$ cat src/rtl/ext_pkg.sv
// Shared types and field positions for the registered immediate extender.
package ext_pkg;

    // Extension modes selected by the decoder.
    typedef enum logic [2:0] {
        EXT_ZE5   = 3'd0,
        EXT_SE15  = 3'd1,
        EXT_ZE15  = 3'd2,
        EXT_SE20  = 3'd3,
        EXT_BR24  = 3'd4,
        EXT_SE15H = 3'd5,
        EXT_SE15W = 3'd6,
        EXT_RSVD  = 3'd7
    } ext_mode_e;

    // Occupancy of the main/skid storage pair.
    typedef enum logic [1:0] {
        EMPTY = 2'd0,
        ONE   = 2'd1,
        FULL  = 2'd2
    } ext_state_e;

    // Immediate field positions inside the raw instruction bits.
    localparam int ZE5_LSB = 10;
    localparam int ZE5_MSB = 14;
    localparam int F15_MSB = 14;
    localparam int F20_MSB = 19;
    localparam int F24_MSB = 23;

endpackage

$ cat src/rtl/ext_format.sv
// Combinational immediate formatter: (instr, mode) -> (imm, illegal).
// Modes 5/6 (scaled) are only built when EXT_SCALE_EN is defined; otherwise
// they report illegal with a zero immediate, like the reserved mode.
module ext_format
    import ext_pkg::*;
#(
    parameter int DSIZE = 32,
    parameter int IW    = 24
) (
    input  logic [IW-1:0]    instr,
    input  logic [2:0]       mode,
    output logic [DSIZE-1:0] imm,
    output logic             illegal
);

    logic [DSIZE-1:0] ze5_s;
    logic [DSIZE-1:0] se15_s;
    logic [DSIZE-1:0] ze15_s;
    logic [DSIZE-1:0] se20_s;
    logic [DSIZE-1:0] br24_s;

    assign ze5_s  = {{(DSIZE-5){1'b0}}, instr[ZE5_MSB:ZE5_LSB]};
    assign se15_s = {{(DSIZE-15){instr[F15_MSB]}}, instr[F15_MSB:0]};
    assign ze15_s = {{(DSIZE-15){1'b0}}, instr[F15_MSB:0]};
    assign se20_s = {{(DSIZE-20){instr[F20_MSB]}}, instr[F20_MSB:0]};
    // Branch offsets are halfword-scaled: append one zero below the sign-extended field.
    assign br24_s = {{(DSIZE-25){instr[F24_MSB]}}, instr[F24_MSB:0], 1'b0};

`ifdef EXT_SCALE_EN
    logic [DSIZE-1:0] se15h_s;
    logic [DSIZE-1:0] se15w_s;

    assign se15h_s = {{(DSIZE-16){instr[F15_MSB]}}, instr[F15_MSB:0], 1'b0};
    assign se15w_s = {{(DSIZE-17){instr[F15_MSB]}}, instr[F15_MSB:0], 2'b00};
`endif

    // Select the formatted field for the requested mode; unknown modes are illegal.
    always_comb begin
        imm     = {DSIZE{1'b0}};
        illegal = 1'b0;
        case (ext_mode_e'(mode))
            EXT_ZE5:   imm = ze5_s;
            EXT_SE15:  imm = se15_s;
            EXT_ZE15:  imm = ze15_s;
            EXT_SE20:  imm = se20_s;
            EXT_BR24:  imm = br24_s;
`ifdef EXT_SCALE_EN
            EXT_SE15H: imm = se15h_s;
            EXT_SE15W: imm = se15w_s;
`endif
            default: begin
                imm     = {DSIZE{1'b0}};
                illegal = 1'b1;
            end
        endcase
    end

endmodule

$ cat src/rtl/ext_pipe.sv
// Registered immediate extender with a 2-entry skid buffer between decode
// and execute. in_ready comes straight from a flop, so no combinational
// path runs from out_ready to in_ready. Optional scaled modes: EXT_SCALE_EN.
module ext_pipe
    import ext_pkg::*;
#(
    parameter int DSIZE = 32,
    parameter int IW    = 24,
    parameter int TAG_W = 8
) (
    input  logic             clk,
    input  logic             rst,
    input  logic             flush,
    input  logic             in_valid,
    output logic             in_ready,
    input  logic [IW-1:0]    in_instr,
    input  logic [2:0]       in_mode,
    input  logic [TAG_W-1:0] in_tag,
    output logic             out_valid,
    input  logic             out_ready,
    output logic [DSIZE-1:0] out_imm,
    output logic [TAG_W-1:0] out_tag,
    output logic             out_illegal
);

    logic [DSIZE-1:0] fmt_imm_s;
    logic             fmt_ill_s;
    logic             accept_s;
    logic             drain_s;

    ext_state_e       state_q, state_d;
    logic             out_valid_q, out_valid_d;
    logic             in_ready_q, in_ready_d;
    logic [DSIZE-1:0] main_imm_q, main_imm_d;
    logic [TAG_W-1:0] main_tag_q, main_tag_d;
    logic             main_ill_q, main_ill_d;
    logic [DSIZE-1:0] skid_imm_q, skid_imm_d;
    logic [TAG_W-1:0] skid_tag_q, skid_tag_d;
    logic             skid_ill_q, skid_ill_d;

    // Formatting happens before storage so both registers hold final results.
    ext_format #(
        .DSIZE (DSIZE),
        .IW    (IW)
    ) u_format (
        .instr   (in_instr),
        .mode    (in_mode),
        .imm     (fmt_imm_s),
        .illegal (fmt_ill_s)
    );

    assign accept_s = in_valid & in_ready_q;
    assign drain_s  = out_valid_q & out_ready;

    // Next-state and storage steering: skid always refills main before new input.
    always_comb begin
        state_d    = state_q;
        main_imm_d = main_imm_q;
        main_tag_d = main_tag_q;
        main_ill_d = main_ill_q;
        skid_imm_d = skid_imm_q;
        skid_tag_d = skid_tag_q;
        skid_ill_d = skid_ill_q;
        if (flush) begin
            state_d = EMPTY;
        end else begin
            case (state_q)
                EMPTY: begin
                    if (accept_s) begin
                        main_imm_d = fmt_imm_s;
                        main_tag_d = in_tag;
                        main_ill_d = fmt_ill_s;
                        state_d    = ONE;
                    end else begin
                        state_d    = EMPTY;
                    end
                end
                ONE: begin
                    if (accept_s && drain_s) begin
                        main_imm_d = fmt_imm_s;
                        main_tag_d = in_tag;
                        main_ill_d = fmt_ill_s;
                        state_d    = ONE;
                    end else if (accept_s) begin
                        skid_imm_d = fmt_imm_s;
                        skid_tag_d = in_tag;
                        skid_ill_d = fmt_ill_s;
                        state_d    = FULL;
                    end else if (drain_s) begin
                        state_d    = EMPTY;
                    end else begin
                        state_d    = ONE;
                    end
                end
                FULL: begin
                    if (drain_s) begin
                        main_imm_d = skid_imm_q;
                        main_tag_d = skid_tag_q;
                        main_ill_d = skid_ill_q;
                        state_d    = ONE;
                    end else begin
                        state_d    = FULL;
                    end
                end
                default: begin
                    state_d = EMPTY;
                end
            endcase
        end
        out_valid_d = (state_d != EMPTY);
        in_ready_d  = (state_d != FULL);
    end

    // State and data registers with synchronous active-low reset.
    always_ff @(posedge clk) begin
        if (!rst) begin
            state_q     <= EMPTY;
            out_valid_q <= 1'b0;
            in_ready_q  <= 1'b1;
            main_imm_q  <= {DSIZE{1'b0}};
            main_tag_q  <= {TAG_W{1'b0}};
            main_ill_q  <= 1'b0;
            skid_imm_q  <= {DSIZE{1'b0}};
            skid_tag_q  <= {TAG_W{1'b0}};
            skid_ill_q  <= 1'b0;
        end else begin
            state_q     <= state_d;
            out_valid_q <= out_valid_d;
            in_ready_q  <= in_ready_d;
            main_imm_q  <= main_imm_d;
            main_tag_q  <= main_tag_d;
            main_ill_q  <= main_ill_d;
            skid_imm_q  <= skid_imm_d;
            skid_tag_q  <= skid_tag_d;
            skid_ill_q  <= skid_ill_d;
        end
    end

    assign in_ready    = in_ready_q;
    assign out_valid   = out_valid_q;
    assign out_imm     = main_imm_q;
    assign out_tag     = main_tag_q;
    assign out_illegal = main_ill_q;

endmodule

$ cat config.mk
export PLATFORM = sky130hd
export DESIGN_NAME = ext_pipe
export DESIGN_NICKNAME = d
export VERILOG_FILES = /design/src/rtl/ext_pkg.sv /design/src/rtl/ext_format.sv /design/src/rtl/ext_pipe.sv
export SDC_FILE = /design/constraint.sdc
export NUM_CORES = 1
export LEC_CHECK = 0
export BUFFER_PORTS_ARGS = -buffer_cell sky130_fd_sc_hd__buf_2
export CAP_MARGIN = 10
export CORE_ASPECT_RATIO = 1.1
export CORE_MARGIN = 2
export CORE_UTILIZATION = 45
export CTS_BUF_LIST = sky130_fd_sc_hd__clkbuf_4 sky130_fd_sc_hd__clkbuf_8 sky130_fd_sc_hd__clkbuf_16
export DETAILED_ROUTE_END_ITERATION = 12
export PLACE_DENSITY = 0.72
export SYNTH_ARGS = -nofsm -noshare
export SYNTH_HDL_FRONTEND = slang
export SYNTH_SLANG_ARGS = --single-unit
$ cat constraint.sdc
create_clock -name clk -period 1.6 [get_ports clk]
set_clock_uncertainty 0.05 [all_clocks]
set_input_delay 0.32 -clock clk [delete_from_list [all_inputs] [get_ports clk]]
set_output_delay 0.32 -clock clk [all_outputs]
set_load 0.05 [all_outputs]
==> out/qor.yml <==
hold_end: "skid_tag_q[6]"
drive_above_1_share: 0.291
syn_area_um2: 3740
overflow: 0
synth_flop_cell: "dfxtp_1"
start_util: 0.467
cp_slowest_cell: "dfxtp_4"
dieArea_um2: 9050
pin_count: 83
synth_most_common_cell: "nand2_1"
rrSetupSlack_ns: 0.05
route.vias.total: 3510
drt.antenna.violating_nets: 0
antenna_found_initial: 0
clk_latency_ns: 0.35
p_int_w: 0.00318
worstRegToRegCells: 6
crit_path_start_kind: "flip-flop"
worstHoldPathCells: 3
yosysWarnings: 0
ys_async_sr_fraction: 0
ys_types: 45
cp_max_fo: 11
p_leak_nw: 2.02
detail_route.iter0.violations: 208
htree_levels: 3
die_x_um: 90.9
finalSetupViolCount: 0
fin_util: 0.578
crit_chain: "and3b_2 > nand2b_4 > a21o_4 > buf_4 > buf_12 > mux2i_1"
fin_crit_sh: 0.970
synth_area_leaders: "dfxtp_1 (39%), nand2_1 (8.3%), mux2i_1 (8.3%), o21ai_0 (7.1%), nor2_1 (2.9%)"
grt_max_degree: 74
wl_per_cell_um: 14.6
cts_tree: "yes"
fmaxAchievable_mhz: 644
power_switching_w: 0.00122
min_period_ns: 1.55
grt_util_all_layers: 0.214
clockPowerShare: 0.391
ys_ff_latch: 72
path_class: "reg2reg"
fillCellCount: 757
power.density_nw_per_um2: 953
cts-root-buf: "clkbuf_8"
syn_nets: 497
dp_hpwl_mm: 6.36
via_per_inst: 5.43
critPathArrivalTime_ns: 1.73
core_region_area_um2: 8000
insertedDiodeCount: 0
worstMarginPinSlew_ns: 0.267
synthTopCellsByCount: "nand2_1 (83), dfxtp_1 (72), o21ai_0 (53)"
yosys.area.top_type: "dfxtp_1"
switching_share: 0.277
relSlewSlack: 0.817
die_y_um: 99.6
port_buffers: 82
cts_sinks: 72
drc: 0
syn_area_per_cell_um2: 8.18
cpLargestDelayFamily: "simple AND/OR/NAND/NOR gates"
synth_top_area_share: 0.386
yosysSeqAreaShare: 0.386
r2r_end: "out_imm[1]"
rsz0062_at_grt: "yes"
hold_viol: 0
setup_tns_ns: 0
grt_pass1_vias: 3241
numCtsBuffers: 9
slew_violations: 0
max_cap_violations: 0
fin_nets: 574
reg2reg_from: "state_q[1]"
gp_congestion: 0.835
peakVddDrop_mv: 0.475
ctsLongestPathBuffers: 2
syn_to_final_growth_pct: 23.7
p_seq_frac: 0.429
hp-start: "in_tag[6]"
min_path_type: "in2reg"
clk_pin_slew_ns: 0.08
worst-path-buf-inv: 2
end_kind: "flip-flop"
pwr-share-comb: 0.181
total_power_w: 0.00440
synth-edff-count: 0
grt_pass1_wl_mm: 15.7
routed_wl_mm: 9.45
max_stage_delay_ns: 0.36
syn_inst: 457
status: "finished, final reports clean"
dr.pass1.iters: 6
num_rows: 34
required_ns: 1.78
metal layers:
| metal | wire (um) | vias up | track usage |
|---|---|---|---|
| li1 | - | 1755 | - |
| met1 | 4280 | 1636 | 0.278 |
| met2 | 4590 | 106 | 0.361 |
| met3 | 454 | 13 | 0.0326 |
| met4 | 120 | 0 | 0.0781 |
| met5 | 0 | - | 0 |
state kept, by name, summed over array words and instances (netlist names):
signal and count:
state_q 2, out_illegal 1, skid_imm_q 25, skid_tag_q 8, skid_ill_q 1, out_imm 25, in_ready 1, out_valid 1
out_tag 8
placed cells by master (no fill, tap or decap), types with 2 or more instances in the layout:
| master | count |
|---|---|
| a21boi_0 | 8 |
| a21boi_1 | 2 |
| a21oi_1 | 19 |
| a311oi_1 | 3 |
| a31oi_1 | 10 |
| and2_1 | 8 |
| and3_1 | 2 |
| buf_12 | 6 |
| buf_2 | 82 |
| buf_4 | 24 |
| bufinv_16 | 2 |
| clkbuf_4 | 2 |
| clkbuf_8 | 12 |
| dfxtp_1 | 68 |
| dfxtp_2 | 3 |
| mux2_2 | 8 |
| mux2i_1 | 31 |
| nand2_1 | 83 |
| nand2b_1 | 5 |
| nand3_1 | 7 |
| nor2_1 | 29 |
| nor3b_1 | 14 |
| o21a_1 | 11 |
| o21ai_0 | 53 |
| o21ai_1 | 2 |
| o221ai_1 | 7 |
| o22ai_1 | 6 |
| o31ai_1 | 8 |
| or3b_2 | 4 |
power groups by stage:
stage               logic (W)  registers [W]  clock network (W)
floorplan            0.000410        0.00208                  0
global placement     0.000758        0.00193                  0
detailed placement   0.000764        0.00193                  0
CTS                  0.000784        0.00189            0.00174
global route         0.000856        0.00190            0.00182
finish               0.000796        0.00189            0.00172
layout make-up:
| type | count | area [um^2] | area share |
|---|---|---|---|
| Clock inverter | 2 | 60.1 | 0.0130 |
| Inverter | 1 | 3.75 | 0.000812 |
| Multi-Input combinational cell | 337 | 2050 | 0.444 |
| Tap cell | 108 | 135 | 0.0292 |
| Sequential cell | 72 | 1450 | 0.313 |
| Timing Repair Buffer | 113 | 743 | 0.161 |
| Clock buffer | 14 | 180 | 0.0390 |
worst max-delay path by stage:
stage / startpoint / to / slack [ns] / cells past startpoint
global route: state_q[1] / out_imm[15] / -0.03 / 5
floorplan: in_ready / out_imm[1] / 0.01 / 6
global placement: in_valid / out_imm[1] / 0.002 / 6
finish: state_q[1] / out_imm[1] / 0.05 / 6
CTS: state_q[1] / out_tag[5] / 0.005 / 5
detailed placement: in_valid / out_imm[2] / -0.02 / 6
logic make-up (layout without fill, tap and decap cells):
group,Yosys count,in the layout,synth area share
buffers and inverters,48,130,0.0743
AO/OA/AOI/OAI,136,136,0.226
AND/OR/NAND/NOR,162,162,0.207
multiplexers,39,39,0.107
flip-flops,72,72,0.386
what timing repair did:
item	4_1_cts	5_1_grt
pin swaps	0	2
cloned	1	0
buffers inserted	0	2
hold buffers	0	0
setup endpoints to repair	22	24
resized for setup	2	7
through the flow:
stage | hold WS [ns] | instance area, um^2 | cells | setup WS [ns]
2_1_floorplan | 0.383 | 3740 | 457 | 0.0130
3_3_place_gp | 0.389 | 4300 | 628 | 0.00176
3_5_place_dp | 0.397 | 4300 | 628 | -0.0237
4_1_cts | 0.167 | 4580 | 645 | 0.00468
5_1_grt | 0.190 | 4620 | 647 | -0.0283
6_report | 0.166 | 4620 | 647 | 0.0472
worst register-to-register path: stages (launching register included):
cell and delay (ns):
dfxtp_4 0.36, and3b_2 0.31, nand2b_4 0.08, a21o_4 0.23, buf_4 0.14, buf_12 0.15, mux2i_1 0.12
(Power assumes the default switching activity.)
